==> src/rtl/alu_pkg.sv <==
// rtl/alu_pkg.sv - opcode encodings and reserved range for alu_unit
// Purpose: shared opcode constants for the ALU datapath, top and bench.
// Ports: none (package).
package alu_pkg;

    localparam int OPCODE_W = 5;

    localparam logic [OPCODE_W-1:0] OP_ADD   = 5'b00000;
    localparam logic [OPCODE_W-1:0] OP_SUB   = 5'b00001;
    localparam logic [OPCODE_W-1:0] OP_MUL   = 5'b00010;
    localparam logic [OPCODE_W-1:0] OP_DIV   = 5'b00011;
    localparam logic [OPCODE_W-1:0] OP_MOD   = 5'b00100;
    localparam logic [OPCODE_W-1:0] OP_AND   = 5'b00101;
    localparam logic [OPCODE_W-1:0] OP_OR    = 5'b00110;
    localparam logic [OPCODE_W-1:0] OP_XOR   = 5'b00111;
    localparam logic [OPCODE_W-1:0] OP_NAND  = 5'b01000;
    localparam logic [OPCODE_W-1:0] OP_NOR   = 5'b01001;
    localparam logic [OPCODE_W-1:0] OP_XNOR  = 5'b01010;
    localparam logic [OPCODE_W-1:0] OP_NOT   = 5'b01011;
    localparam logic [OPCODE_W-1:0] OP_NEG   = 5'b01100;
    localparam logic [OPCODE_W-1:0] OP_SLL   = 5'b01101;
    localparam logic [OPCODE_W-1:0] OP_SRL   = 5'b01110;
    localparam logic [OPCODE_W-1:0] OP_SRA   = 5'b01111;
    localparam logic [OPCODE_W-1:0] OP_SLT   = 5'b10000;
    localparam logic [OPCODE_W-1:0] OP_SLTU  = 5'b10001;
    localparam logic [OPCODE_W-1:0] OP_INC   = 5'b10010;
    localparam logic [OPCODE_W-1:0] OP_DEC   = 5'b10011;
    localparam logic [OPCODE_W-1:0] OP_ROTL  = 5'b10100;
    localparam logic [OPCODE_W-1:0] OP_ROTR  = 5'b10101;
    localparam logic [OPCODE_W-1:0] OP_PASSA = 5'b10110;
    localparam logic [OPCODE_W-1:0] OP_PASSB = 5'b10111;

    // Opcodes 11000..11111 are reserved and produce the all-clear result.
    localparam logic [OPCODE_W-1:0] OP_RSVD_LO = 5'b11000;
    localparam logic [OPCODE_W-1:0] OP_RSVD_HI = 5'b11111;

    function automatic logic is_reserved(input logic [OPCODE_W-1:0] op);
        return (op >= OP_RSVD_LO) && (op <= OP_RSVD_HI);
    endfunction

endpackage

==> src/rtl/alu_if.sv <==
// rtl/alu_if.sv - operand/result bundle between the issuing stage and alu_unit
// Purpose: groups operands, opcode, registered result and flags.
// Signals: a, b, opcode (master -> slave); result, zero, carry_out,
//          overflow (slave -> master).
interface alu_if #(
    parameter int WIDTH = 16
);
    import alu_pkg::*;

    logic [WIDTH-1:0]    a;
    logic [WIDTH-1:0]    b;
    logic [OPCODE_W-1:0] opcode;
    logic [WIDTH-1:0]    result;
    logic                zero;
    logic                carry_out;
    logic                overflow;

    modport master (
        output a, b, opcode,
        input  result, zero, carry_out, overflow
    );

    modport slave (
        input  a, b, opcode,
        output result, zero, carry_out, overflow
    );

endinterface

==> src/rtl/alu_datapath.sv <==
// rtl/alu_datapath.sv - combinational next-result and flag logic for alu_unit
// Purpose: computes result/zero/carry/overflow from operands and opcode.
// Config: ALU_DIV_EN enables the DIV/MOD opcodes; otherwise they fall into
//         the default (all-clear) case.
// Ports: a_i, b_i (WIDTH), opcode_i (5) in; result_o (WIDTH), zero_o,
//        carry_o, overflow_o out.
module alu_datapath
    import alu_pkg::*;
#(
    parameter int WIDTH = 16
) (
    input  logic [WIDTH-1:0]    a_i,
    input  logic [WIDTH-1:0]    b_i,
    input  logic [OPCODE_W-1:0] opcode_i,
    output logic [WIDTH-1:0]    result_o,
    output logic                zero_o,
    output logic                carry_o,
    output logic                overflow_o
);

    localparam logic [WIDTH-1:0] ONE = {{(WIDTH-1){1'b0}}, 1'b1};

    // One extra bit holds the carry (ADD) or borrow (SUB).
    logic [WIDTH:0] sum_ext;
    logic [WIDTH:0] diff_ext;

    assign sum_ext  = {1'b0, a_i} + {1'b0, b_i};
    assign diff_ext = {1'b0, a_i} - {1'b0, b_i};

    always_comb begin
        result_o   = '0;
        carry_o    = 1'b0;
        overflow_o = 1'b0;
        case (opcode_i)
            OP_ADD: begin
                result_o   = sum_ext[WIDTH-1:0];
                carry_o    = sum_ext[WIDTH];
                overflow_o = (a_i[WIDTH-1] == b_i[WIDTH-1]) &&
                             (sum_ext[WIDTH-1] != a_i[WIDTH-1]);
            end
            OP_SUB: begin
                result_o   = diff_ext[WIDTH-1:0];
                carry_o    = diff_ext[WIDTH];
                overflow_o = (a_i[WIDTH-1] != b_i[WIDTH-1]) &&
                             (diff_ext[WIDTH-1] != a_i[WIDTH-1]);
            end
            OP_MUL:   result_o = a_i * b_i;
`ifdef ALU_DIV_EN
            OP_DIV:   result_o = (b_i == '0) ? '0 : a_i / b_i;
            OP_MOD:   result_o = (b_i == '0) ? '0 : a_i % b_i;
`endif
            OP_AND:   result_o = a_i & b_i;
            OP_OR:    result_o = a_i | b_i;
            OP_XOR:   result_o = a_i ^ b_i;
            OP_NAND:  result_o = ~(a_i & b_i);
            OP_NOR:   result_o = ~(a_i | b_i);
            OP_XNOR:  result_o = ~(a_i ^ b_i);
            OP_NOT:   result_o = ~a_i;
            OP_NEG:   result_o = ~a_i + ONE;
            // Shift by the full value of b: amounts >= WIDTH shift everything
            // out (zeros, or sign copies for SRA).
            OP_SLL:   result_o = a_i << b_i;
            OP_SRL:   result_o = a_i >> b_i;
            OP_SRA:   result_o = $unsigned($signed(a_i) >>> b_i);
            OP_SLT:   result_o = {{(WIDTH-1){1'b0}}, ($signed(a_i) < $signed(b_i))};
            OP_SLTU:  result_o = {{(WIDTH-1){1'b0}}, (a_i < b_i)};
            OP_INC: begin
                result_o = a_i + ONE;
                carry_o  = &a_i;
            end
            OP_DEC: begin
                result_o = a_i - ONE;
                carry_o  = (a_i == '0);
            end
            OP_ROTL:  result_o = {a_i[WIDTH-2:0], a_i[WIDTH-1]};
            OP_ROTR:  result_o = {a_i[0], a_i[WIDTH-1:1]};
            OP_PASSA: result_o = a_i;
            OP_PASSB: result_o = b_i;
            default: begin
                result_o   = '0;
                carry_o    = 1'b0;
                overflow_o = 1'b0;
            end
        endcase
        zero_o = (result_o == '0);
    end

endmodule

==> src/rtl/alu_unit.sv <==
// rtl/alu_unit.sv - registered integer ALU, one operation per cycle
// Purpose: execute-stage ALU; registers alu_datapath outputs, 1-cycle latency.
// Config: ALU_DIV_EN (see alu_datapath) enables DIV/MOD.
// Ports: clk, rst (sync, active-high); bus (alu_if.slave): a, b, opcode in;
//        result, zero, carry_out, overflow out (registered).
module alu_unit
    import alu_pkg::*;
#(
    parameter int WIDTH = 16
) (
    input  logic  clk,
    input  logic  rst,
    alu_if.slave  bus
);

    logic [WIDTH-1:0] result_d, result_q;
    logic             zero_d, zero_q;
    logic             carry_d, carry_q;
    logic             overflow_d, overflow_q;

    alu_datapath #(
        .WIDTH (WIDTH)
    ) u_datapath (
        .a_i        (bus.a),
        .b_i        (bus.b),
        .opcode_i   (bus.opcode),
        .result_o   (result_d),
        .zero_o     (zero_d),
        .carry_o    (carry_d),
        .overflow_o (overflow_d)
    );

    always_ff @(posedge clk) begin
        if (rst) begin
            result_q   <= '0;
            zero_q     <= 1'b1;
            carry_q    <= 1'b0;
            overflow_q <= 1'b0;
        end else begin
            result_q   <= result_d;
            zero_q     <= zero_d;
            carry_q    <= carry_d;
            overflow_q <= overflow_d;
        end
    end

    assign bus.result    = result_q;
    assign bus.zero      = zero_q;
    assign bus.carry_out = carry_q;
    assign bus.overflow  = overflow_q;

endmodule

==> src/flat_wrapper.sv <==
// flat-port wrapper written by rule: the top's interface ports become plain ports
module alu_unit_flat import alu_pkg::*;
#(
    parameter int WIDTH = 16
)
  (clk, rst, bus_a, bus_b, bus_opcode, bus_result, bus_zero, bus_carry_out, bus_overflow);
  alu_if #(.WIDTH(WIDTH)) bus_i ();
  input  logic clk;
  input  logic rst;
  input wire logic [$bits(bus_i.a)-1:0] bus_a;
  input wire logic [$bits(bus_i.b)-1:0] bus_b;
  input wire logic [$bits(bus_i.opcode)-1:0] bus_opcode;
  output wire logic [$bits(bus_i.result)-1:0] bus_result;
  output wire logic [$bits(bus_i.zero)-1:0] bus_zero;
  output wire logic [$bits(bus_i.carry_out)-1:0] bus_carry_out;
  output wire logic [$bits(bus_i.overflow)-1:0] bus_overflow;
  assign bus_i.a = bus_a;
  assign bus_i.b = bus_b;
  assign bus_i.opcode = bus_opcode;
  assign bus_result = bus_i.result;
  assign bus_zero = bus_i.zero;
  assign bus_carry_out = bus_i.carry_out;
  assign bus_overflow = bus_i.overflow;
  alu_unit #(.WIDTH(WIDTH)) u_core (.clk(clk), .rst(rst), .bus(bus_i));
endmodule
==> config.mk <==
export PLATFORM = sky130hd
export DESIGN_NAME = alu_unit_flat
export DESIGN_NICKNAME = d
export VERILOG_FILES = /design/src/rtl/alu_pkg.sv /design/src/rtl/alu_if.sv /design/src/rtl/alu_datapath.sv /design/src/rtl/alu_unit.sv /design/src/flat_wrapper.sv
export SDC_FILE = /design/constraint.sdc
export NUM_CORES = 1
export LEC_CHECK = 0
export CAP_MARGIN = 10
export CORE_UTILIZATION = 35
export DETAILED_ROUTE_END_ITERATION = 12
export PLACE_DENSITY = 0.48
export SETUP_SLACK_MARGIN = 0.1
export SYNTH_ARGS = -nofsm -noshare
export SYNTH_HDL_FRONTEND = slang
export SYNTH_SLANG_ARGS = --single-unit
==> constraint.sdc <==
create_clock -name clk -period 18.9 [get_ports clk]
set_input_delay 3.78 -clock clk [delete_from_list [all_inputs] [get_ports clk]]
set_output_delay 3.78 -clock clk [all_outputs]
set_load 0.02 [all_outputs]
* Word-level counts from Yosys, hierarchy flattened
Index checks and enable logic that the tools add are counted.
Storage, ports and cells: bits of input ports 39, register bits 19, word-level logic and storage cells 56, output and inout port bits 19
Operators by class: $add $sub $neg 5, $lt $le $gt $ge 2, eq/ne operators 25, shifts and indexed selects 3, bitwise gates (word level) 7, multiply operators 1, reduce and logical (&&, ||, !) cells 6, multiplexer cells 3
Operators by type and width (number):
- 16-bit one-hot mux with 22 select lines | 1
- 16-bit NOT | 4
- 5-bit by 4-bit == test with 1-bit output (second input constant) | 8
- 5-bit == test (second input constant) | 8
- 16-bit by 1-bit adder with 16-bit output (second input constant) | 2
- 16-bit logical NOT | 2
- 16-bit < comparator | 2
- 16-bit by 16-bit adder with 17-bit output | 1
- 16-bit by 16-bit subtractor with 17-bit output | 1
- 16-bit AND | 1
- 16-bit by 16-bit multiplier with 16-bit output | 1
- 16-bit OR | 1
- 16-bit AND reduction | 1
- 16-bit by 16-bit << shifter with 16-bit output | 1
- 16-bit by 16-bit right shift with 16-bit output | 1
- 16-bit by 16-bit >>> shifter with 16-bit output | 1
- 16-bit by 1-bit subtractor with 16-bit output (second input constant) | 1
- 16-bit bitwise XOR | 1
- 5-bit by 3-bit == test with 1-bit output (second input constant) | 3
- 5-bit by 1-bit == test with 1-bit output (second input constant) | 1
- 5-bit by 2-bit == test with 1-bit output (second input constant) | 1
- 5-bit logical NOT | 1
- 1-bit one-hot mux with 4 select lines | 1
- 1-bit inequality test | 3
- 3 further kinds | 4

* Longest topological paths before layout
word-level depth 4, mapped depth 26, depth with buffers taken out 23

* Modules after synthesis
Synthesis repeated with hierarchy kept, for this count alone.
Unflattened totals: cell total of the unflattened synthesis 1518, area total of the unflattened synthesis 11000.6 sq um
Modules (own cells, without submodules):
- alu_datapath | times used 1, area an instance 10480.1 sq um, cells each 1479, sequential area each 0.0 sq um
- alu_unit | times used 1, area an instance 520.5 sq um, cells each 39, sequential area each 380.4 sq um

* Worst setup path before layout
Ideal clock, no wire load.
kind input -> register, start point input bus_b[2], end point register u_core.zero_q, in the netlist u_core.bus.zero, path buffers 4, library setup time 59 ps, stages on the path 23, required time 18841 ps, data arrival time 9797 ps, slack 9044 ps, path through clkbuf_1 -> buf_1 -> clkbuf_1 -> clkbuf_1 -> nand2_1 -> fa_1 -> fa_1 -> fa_1 -> fa_1 -> inv_1 -> fa_1 -> inv_1 -> fa_1 -> inv_1 -> ha_1 -> nand2_1 -> o21ai_0 -> mux2i_1 -> nor4b_1 -> o211ai_1 -> nor4_1 -> and4_1 -> a31o_1
On the way: cells in the longest elaborated chain, start to end 4, elaborated cells on any way between the ends 16, those cells by class add/sub (2); mul (1); order compare (2); shift (3); mux (1); bitwise (6); reduce/logical (1)
Ends and longest elaborated chain:
- start, declared | RTL line flat_wrapper.sv:11 | input wire logic [$bits(bus_i.b)-1:0] bus_b;
- branches (longest 2 deep; another with 16-bit by 16-bit multiplier with 16-bit output)
- 16-bit one-hot mux with 22 select lines (*) | RTL line alu_datapath.sv:34 | case (opcode_i)
- 16-bit logical NOT (*) | RTL line alu_datapath.sv:85 | zero_o = (result_o == '0);
- end signal, assigned | RTL line alu_unit.sv:41 | zero_q <= zero_d;
- end, declared | RTL line alu_unit.sv:17 | logic zero_d, zero_q;
Mark *: on every way between the ends. A chain may end at the register's enable or synchronous reset.

* Worst setup path in the final report
start point input bus_b[4], end point register u_core.zero_q, in the netlist u_core.bus.zero
The elaborated chain is that of the path after synthesis.

==> flow_summary.toml <==
[cts]
cts_tree = "built"
clkSinkCount = 19
cts_htree_levels = 1
cts_resized = 0
postCtsSetupRepairBufs = 0
path_clk_slew_ns = 0.05
root_buffer = "clkbuf_16"
ctsHoldBuffers = 0
cts.path.max_buffers = 2
cts_inserted_buffers = 3

[finish]
final_cell_area_um2 = 12200
drive_above_1_share_pct = 7.29
fillers = 3333
multi_input_area_um2 = 9720
area_growth_pct = 9.90
fin_nets = 1759
seq_area_um2 = 380

[timing]
setup_slack_ns = 7.96
finalMaxSlewViolations = 0
setup_viol = 0
fin_crit_ns = 10.94
fmax_mhz = 91.4
setup_tns_ns = 0
worstMarginPinSlew_ns = 1.11
rsz0062_at_grt = "false"
post-route-period-util_pct = 57.9
relSlewSlack_pct = 25.2
hold_ws_ns = 4.24
finalHoldViolations = 0

[critical_path]
crit_chain = "clkdlybuf4s50_1, buf_4, clkinv_1, nor2_1, fa_1, inv_1, fa_1, fa_1, fa_1, inv_1, fa_1, inv_1, fa_1, inv_1, ha_1, nand2_1, o21ai_0, mux2i_1, nor4b_1, o211ai_1, nor4_1, and4_1, a31o_1"
arrival_ns = 11.13
crit_required_ns = 19.09
start_kind = "input pin"
cp_slowest_cell = "clkinv_1"
cp-end-kind = "register"
critPathBufInv = 7
crit_fanout = 22
cpMostUsedCell = "fa_1"
crit_type = "in -> reg"
crit_family = "adder cells"
slowest_delay_ns = 0.66

[placed_design]
place_ws_ns = 7.76
hpwl_mm = 40.7
io_buffers = 57
place_area_um2 = 12200
globalplace.congestion = 1.03

[yosys]
synth_nets = 1746
async_reset_ff_share_pct = 0
synth_area_leaders = "fa_1, ha_1, nor2_1, nand2_1, inv_1"
synth-edff-count = 0
synth.top_cell.area_share_pct = 14.9
synth-main-ff-cell = "dfxtp_1"
synth-seq-cells = 19
syn-cell-area_um2 = 11100
seq_area_frac_synth_pct = 3.42
syn-instance-count = 1511
yosysUniqueCellTypes = 83
yosysMostFrequentCell = "nor2_1"
synth_common_cells = "nor2_1, nand2_1, inv_1"
ys_warn_count = 0
syn-mean-instance-area_um2 = 7.37
synth_top_area_cell = "fa_1"

[die]
placementRows = 64
die_w_um = 180
die-area_um2 = 32500
fp.dieH_um = 180
start_util_pct = 36.0
io_pins = 58
coreArea_um2 = 30900

[grt]
grt_pass1_wl_mm = 79.6
grt-ovfl-total = 0
grt_use_total_pct = 32.7
grt_max_degree = 46
grt_pass1_vias = 11600
antenna_found_initial = 3

[routing]
viasPerCell = 6.35
drt_iter0_drc = 1677
drt_wl_total_mm = 54.1
num_vias = 12200
antenna_left = 0
drc = 0
firstDrtPassIters = 6
routedWlPerCell_um = 28.2

[power_and_ir_drop]
powerDensity_nw_per_um2 = 79.6
finalPower_uw = 974
vdd_drop_max_uv = 61.7
leakage_uw = 0.00516

[worst_hold_path]
hp-class = "in -> reg"

[flow_run]
maxCapViolCount = 0

[run_status]
status = "complete, no violations"
==> metrics by stage <==
stage	utilization [%]	instances
2_1_floorplan	-	1511
3_3_place_gp	39.3	1915
3_5_place_dp	39.3	1915
4_1_cts	39.6	1919
5_1_grt	39.6	1919
6_report	39.6	1920
==> area by class of cell <==
type | count | area share, %
multi-input cells | 1230 | 79.4
repair buffers | 110 | 7.83
inverters | 160 | 4.91
well taps | 396 | 4.05
flip-flops and latches | 19 | 3.11
clock buffers | 3 | 0.614
clock inverters | 1 | 0.0409
diodes | 1 | 0.0205
==> power breakdown <==
group          leakage [uW]  switching, uW  internal [uW]  total (uW)
Clock             0.0000409           14.1           28.3        42.5
Combinational       0.00497            546            340         886
Sequential         0.000156          0.859           43.9        44.8
==> state kept, by name, indices dropped and copies added (netlist names) <==
| register | count |
|---|---|
| u_core.bus.zero | 1 |
| u_core.bus.result | 16 |
| u_core.bus.carry_out | 1 |
| u_core.bus.overflow | 1 |
==> cells by family after synthesis <==
group | Yosys count | share of synthesized area, %
simple gates | 535 | 22.3
compound gates | 361 | 22.7
flops | 19 | 3.42
xor+xnor | 69 | 5.43
mux | 69 | 9.17
buf+inv | 262 | 9.36
fa+ha+maj | 196 | 27.6
==> path summary, 6_finish.rpt <==
| path | from | to | slack, ns | depth (start not counted) |
|---|---|---|---|---|
| worst max-delay path | bus_b[4] | u_core.bus.zero | 7.96 | 23 |
| worst min-delay path | rst | u_core.bus.overflow | 4.24 | 2 |
==> layout by cell type (no fill, tap or decap), types with 30 or more instances in the layout <==
master             n
a211oi_1          30
a21oi_1           77
buf_4             53
clkdlybuf4s50_1   55
fa_1              83
ha_1             113
inv_1            149
mux2i_1           30
nand2_1          166
nor2_1           180
nor3_1            39
o21ai_0           57
xnor2_1           48
==> routing by layer <==
layer / share of wire, % / global-route usage (%)
met5: 0.024 / 0
met4: 5.6 / 15.9
met3: 9.3 / 5.76
met2: 42 / 48.5
met1: 43 / 45.7
No activity file was read; power rests on OpenSTA's default activity.
